===== src/rtl/pwm_timebase.sv =====
// rtl/pwm_timebase.sv - prescaled up / up-down PWM timebase with double-buffered period settings
module pwm_timebase #(
    parameter int WIDTH = 7,
    parameter int PSW   = 4
) (
    input  logic             clk_i,
    input  logic             rst_i,
    input  logic             en_i,
    input  logic             clr_i,
    input  logic             mode_i,
    input  logic [WIDTH-1:0] top_i,
    input  logic [PSW-1:0]   prescale_i,
    output logic [WIDTH-1:0] tcr_o,
    output logic             e_o,
    output logic             pk_o,
    output logic             dir_o
);

    logic [WIDTH-1:0] tcr_q, tcr_d;
    logic [WIDTH-1:0] top_s_q, top_s_d;
    logic [PSW-1:0]   pcnt_q, pcnt_d;
    logic [PSW-1:0]   pre_s_q, pre_s_d;
    logic             mode_s_q, mode_s_d;
    logic             dir_q, dir_d;
    logic             e_q, e_d;
    logic             pk_q, pk_d;

    logic             tick;
    logic             wrap;
    logic             peak;
    logic [WIDTH-1:0] cnt_nxt;
    logic             dir_nxt;

    // Count/direction that the next tick would produce under the active shadow settings.
    always_comb begin
        cnt_nxt = tcr_q;
        dir_nxt = dir_q;
        if (!mode_s_q) begin
            dir_nxt = 1'b1;
            if (tcr_q >= top_s_q) begin
                cnt_nxt = '0;
            end else begin
                cnt_nxt = tcr_q + WIDTH'(1);
            end
        end else if ((tcr_q > top_s_q) || (top_s_q == '0)) begin
            cnt_nxt = '0;
            dir_nxt = 1'b1;
        end else if (dir_q) begin
            if (tcr_q == top_s_q) begin
                // With TOP_s==1 the turnaround lands on 0, so counting up resumes immediately.
                cnt_nxt = top_s_q - WIDTH'(1);
                dir_nxt = (top_s_q == WIDTH'(1));
            end else begin
                cnt_nxt = tcr_q + WIDTH'(1);
                dir_nxt = 1'b1;
            end
        end else if (tcr_q <= WIDTH'(1)) begin
            cnt_nxt = '0;
            dir_nxt = 1'b1;
        end else begin
            cnt_nxt = tcr_q - WIDTH'(1);
            dir_nxt = 1'b0;
        end
    end

    assign tick = (pcnt_q == pre_s_q);
    assign wrap = (cnt_nxt == '0) && ((tcr_q != '0) || (tcr_q == top_s_q));
    assign peak = (cnt_nxt == top_s_q);

    always_comb begin
        tcr_d    = tcr_q;
        dir_d    = dir_q;
        pcnt_d   = pcnt_q;
        top_s_d  = top_s_q;
        pre_s_d  = pre_s_q;
        mode_s_d = mode_s_q;
        e_d      = 1'b0;
        pk_d     = 1'b0;
        if (clr_i) begin
            tcr_d    = '0;
            dir_d    = 1'b1;
            pcnt_d   = '0;
            e_d      = 1'b1;
            top_s_d  = top_i;
            pre_s_d  = prescale_i;
            mode_s_d = mode_i;
        end else if (!en_i) begin
            top_s_d  = top_i;
            pre_s_d  = prescale_i;
            mode_s_d = mode_i;
        end else if (tick) begin
            pcnt_d = '0;
            tcr_d  = cnt_nxt;
            dir_d  = dir_nxt;
            e_d    = wrap;
            pk_d   = peak;
            if (wrap) begin
                top_s_d  = top_i;
                pre_s_d  = prescale_i;
                mode_s_d = mode_i;
            end
        end else begin
            pcnt_d = pcnt_q + PSW'(1);
        end
    end

    always_ff @(posedge clk_i) begin
        if (rst_i) begin
            tcr_q    <= '0;
            dir_q    <= 1'b1;
            pcnt_q   <= '0;
            e_q      <= 1'b0;
            pk_q     <= 1'b0;
            top_s_q  <= '1;
            pre_s_q  <= '0;
            mode_s_q <= 1'b0;
        end else begin
            tcr_q    <= tcr_d;
            dir_q    <= dir_d;
            pcnt_q   <= pcnt_d;
            e_q      <= e_d;
            pk_q     <= pk_d;
            top_s_q  <= top_s_d;
            pre_s_q  <= pre_s_d;
            mode_s_q <= mode_s_d;
        end
    end

    assign tcr_o = tcr_q;
    assign e_o   = e_q;
    assign pk_o  = pk_q;
    assign dir_o = dir_q;

endmodule


===== config.mk =====
export PLATFORM = sky130hd
export DESIGN_NAME = pwm_timebase
export DESIGN_NICKNAME = d
export VERILOG_FILES = /design/src/rtl/pwm_timebase.sv
export SDC_FILE = /design/constraint.sdc
export NUM_CORES = 1
export LEC_CHECK = 0
export ABC_AREA = 0
export CAP_MARGIN = 20
export CELL_PAD_IN_SITES_DETAIL_PLACEMENT = 1
export CELL_PAD_IN_SITES_GLOBAL_PLACEMENT = 1
export CORE_ASPECT_RATIO = 0.5
export CORE_MARGIN = 2
export CORE_UTILIZATION = 45
export CTS_CLUSTER_SIZE = 8
export DETAILED_ROUTE_END_ITERATION = 8
export MAX_ROUTING_LAYER = met4
export PLACE_DENSITY_LB_ADDON = 0.12
export SLEW_MARGIN = 20
export SYNTH_ARGS = -nofsm -noshare
export SYNTH_HDL_FRONTEND = slang
export SYNTH_SLANG_ARGS = --single-unit

===== constraint.sdc =====
create_clock -name clk_i -period 8.9 [get_ports clk_i]
set_clock_uncertainty 0.2 [all_clocks]
set_input_delay 1.78 -clock clk_i [delete_from_list [all_inputs] [get_ports clk_i]]
set_output_delay 1.78 -clock clk_i [all_outputs]
set_load 0.01 [all_outputs]

==> results.rst <==
.. list-table::
   :header-rows: 1

   * - Metric
     - Value
   * - Die Outline Area
     - 0.00606 mm²
   * - Ordered list of cells on the worst path
     - inv_1 -> ha_1 -> nand4_1 -> o21ai_0 -> a21oi_1 -> o311a_1 -> nor2_1 -> nand3_1 -> o311ai_1
   * - Ant. Diodes
     - 0
   * - Reg2Reg Setup Slack
     - 5.08 ns
   * - Gate count of the mapped netlist
     - 312
   * - Max FO, Critical Path
     - 9
   * - Ports placed on the boundary
     - 26
   * - Peak supply drop
     - 69.2 µV
   * - Iteration count of the initial detailed-routing pass
     - 4
   * - Layout Nets
     - 355
   * - Count of maximum capacitance violations
     - 0
   * - Signal arrival time at the worst endpoint
     - 3.81 ns
   * - Fin. max-slew vios
     - 0
   * - Mean Syn Cell Area
     - 7.82 µm²
   * - Vias/cell
     - 6.70
   * - Synthesized cell area
     - 0.00244 mm²
   * - # Post-CTS Setup Buffers
     - 0
   * - Worst slew margin relative to its limit
     - 42.3%
   * - Wire length of the first global-routing pass
     - 13,300 µm
   * - Slew at the pin with the worst max-slew slack
     - 0.857 ns
   * - Number of port buffers
     - 25
   * - Synth Register Bits
     - 26
   * - Total nets after synthesis
     - 342
   * - Top flip-flop cell by instance count after synthesis
     - sky130_fd_sc_hd__dfxtp_1
   * - Slowest library cell on the worst path
     - sky130_fd_sc_hd__nor2_1
   * - Main area contributors after synthesis
     - sky130_fd_sc_hd__dfxtp_1, sky130_fd_sc_hd__ha_1, sky130_fd_sc_hd__a21oi_1
   * - Cell Pwr Density
     - 123 mW/mm²
   * - Final core utilization
     - 54.3%
   * - Row count
     - 18
   * - Number of synthesized flops with an enable pin
     - 0
   * - CTS Buffer Depth
     - 2
   * - Family with the most delay on the worst path
     - compound AO/OA/AOI/OAI gates
   * - Leakage
     - 1.04 nW
   * - Max frequency
     - 0.262 GHz
   * - Crit path required time
     - 8.89 ns
   * - Number of antenna violations at the first check in global routing
     - 0
   * - Bufs and invs on worst path
     - 1
   * - Largest net degree at the start of global routing
     - 24
   * - Yosys warns
     - 0
   * - Weighted congestion reported at the end of routability-driven placement
     - 0.955
   * - Post-synth ARST share
     - 0%
   * - Setup repair after global routing missed its margin
     - false
   * - Most numerous cell types in the synthesized netlist
     - sky130_fd_sc_hd__dfxtp_1, sky130_fd_sc_hd__a21oi_1, sky130_fd_sc_hd__nor2_1
   * - TritonCTS clock tree
     - built
   * - Final-layout setup total negative slack
     - 0 ns
   * - Global route overflow
     - 0
   * - CP startpoint kind
     - flip-flop
   * - Top-area cell type share of the netlist area
     - 21.3%
   * - Crit Path Class
     - reg2reg
   * - Core Footprint
     - 0.00507 mm²
   * - Fillers
     - 637
   * - Outcome
     - complete, no violations
   * - Number of sinks handled by clock tree synthesis
     - 26
   * - Minimum period implied by the final worst setup slack
     - 3.82 ns
   * - Path category of the worst min-delay check
     - reg2reg
   * - Final WS setup
     - 5.08 ns
   * - Post-Route WL
     - 8260 µm
   * - Area Growth Syn to Fin
     - 12.9%
   * - Hold Buf Count CTS
     - 0
   * - Number of distinct standard cells referenced by the synthesized netlist
     - 65
   * - Most common cell in the synthesized netlist
     - sky130_fd_sc_hd__dfxtp_1
   * - Combined flip-flop and latch cell area
     - 520 µm²
   * - Clock latency on the worst-skew pair
     - 0.28 ns
   * - Post-cts repair resize count
     - 0
   * - Final setup violation count
     - 0
   * - Drt initial violations
     - 162
   * - Setup crit end kind
     - flip-flop
   * - Layout cells sized above 1
     - 6.79%
   * - Number of global-route vias before repair
     - 2,625
   * - Average detailed-routed wire length per instance
     - 21.0 µm
   * - Detailed-placement wirelength estimate
     - 6100 µm
   * - Starting density of the core
     - 48.1%
   * - Total clock buffers created by CTS
     - 3
   * - Area leader, netlist
     - sky130_fd_sc_hd__dfxtp_1
   * - Fraction of the cycle the final worst path needs
     - 42.9%
   * - Die Width
     - 108 µm
   * - CP max stage delay
     - 0.55 ns
   * - Total GRT Usage
     - 28.4%
   * - Clock slew at reported path FFs
     - 0.10 ns
   * - Worst hold slack
     - 0.353 ns
   * - Part of the Yosys area used for sequential elements
     - 21.3%
   * - DP Worst Slack
     - 4.86 ns
   * - Number of failing hold endpoints at the final stage
     - 0
   * - Total via count after detailed routing
     - 2,638
   * - Drc violations
     - 0
   * - Area occupied by multi-input gates
     - 0.00177 mm²
   * - Chip Height
     - 56.1 µm
   * - CTS root buf
     - sky130_fd_sc_hd__clkbuf_8
   * - Max H-tree Level
     - 1
   * - Antenna Violating Nets Remaining
     - 0
## final timing paths
kind                                 from                      end  depth (start not counted)
setup / recovery  top_s_q[4]$_SDFFE_PP1P_  pre_s_q[3]$_SDFFE_PP0P_                          9
hold / removal     pcnt_q[3]$_SDFFE_PP0P_   pcnt_q[3]$_SDFFE_PP0P_                          2
setup reg to reg  top_s_q[4]$_SDFFE_PP1P_  pre_s_q[3]$_SDFFE_PP0P_                          9
hold reg to reg    pcnt_q[3]$_SDFFE_PP0P_   pcnt_q[3]$_SDFFE_PP0P_                          2
## layout by cell type, fill, tap and decap left out, drive strengths merged, types with 8 or more instances in the layout
cell / synthesis / layout
a211oi: 10 / 10
inv: 13 / 13
o32ai: 8 / 8
nor3: 14 / 14
nand2: 17 / 17
nand3: 17 / 17
dfxtp: 26 / 26
a21oi: 25 / 25
o31ai: 8 / 8
clkdlybuf4s50: 0 / 25
o21ai: 15 / 15
ha: 14 / 14
xor2: 8 / 8
nor2: 24 / 24
## sequential cells by signal (all words and copies together) (netlist names)
register / cells
tcr_o: 7
top_s_q: 7
pcnt_q: 4
pre_s_q: 4
dir_o: 1
e_o: 1
mode_s_q: 1
pk_o: 1
## worst min-delay path: cells and delay by family, from the launching register on
kind | cells | cell delay (ns)
and+or+nand+nor | 1 | 0.05
AOI/OAI and AO/OA | 1 | 0.13
DFF | 1 | 0.34
## where the power goes
part | internal (mW) | switching [mW]
Clock | 0.0603 | 0.0417
Combinational | 0.0399 | 0.0641
Sequential | 0.123 | 0.0111
Total | 0.223 | 0.117
## stage by stage
stage / cells / power, mW / cell area (µm²)
after floorplan: 312 / 0.208 / 2440
after global placement: 390 / 0.233 / 2680
after detailed placement: 390 / 0.237 / 2680
after CTS: 394 / 0.340 / 2750
after global routing: 394 / 0.356 / 2750
final: 394 / 0.340 / 2750
## cell families (layout without fill, tap and decap cells)
logic type      after synthesis  in the layout  synth area share (%)
fa+ha+maj                    14             14                  7.18
mux                           1              1                 0.462
compound gates              109            109                  33.5
flops                        26             26                  21.3
simple gates                117            117                  26.3
buf+inv                      31             43                  6.16
xor+xnor                     14             14                  5.03
## area by class of cell
| class | instances | share of cell area, % |
|---|---|---|
| Timing Repair Buffer | 26 | 9.36 |
| Clock buffer | 3 | 1.50 |
| Clock inverter | 1 | 1.09 |
| Tap cell | 70 | 3.18 |
| Multi-Input combinational cell | 255 | 64.2 |
| Inverter | 13 | 1.77 |
| Sequential cell | 26 | 18.9 |
## metal layers
layer  wire (µm)  track usage [%]  vias to the layer above
met5           0                -                        -
met3         704             4.22                       14
met4         115             7.51                        0
met1        3660             37.8                     1295
met2        3770             45.3                      103
li1            -                -                     1226
Note: power is estimated with default switching activity, not from simulation.
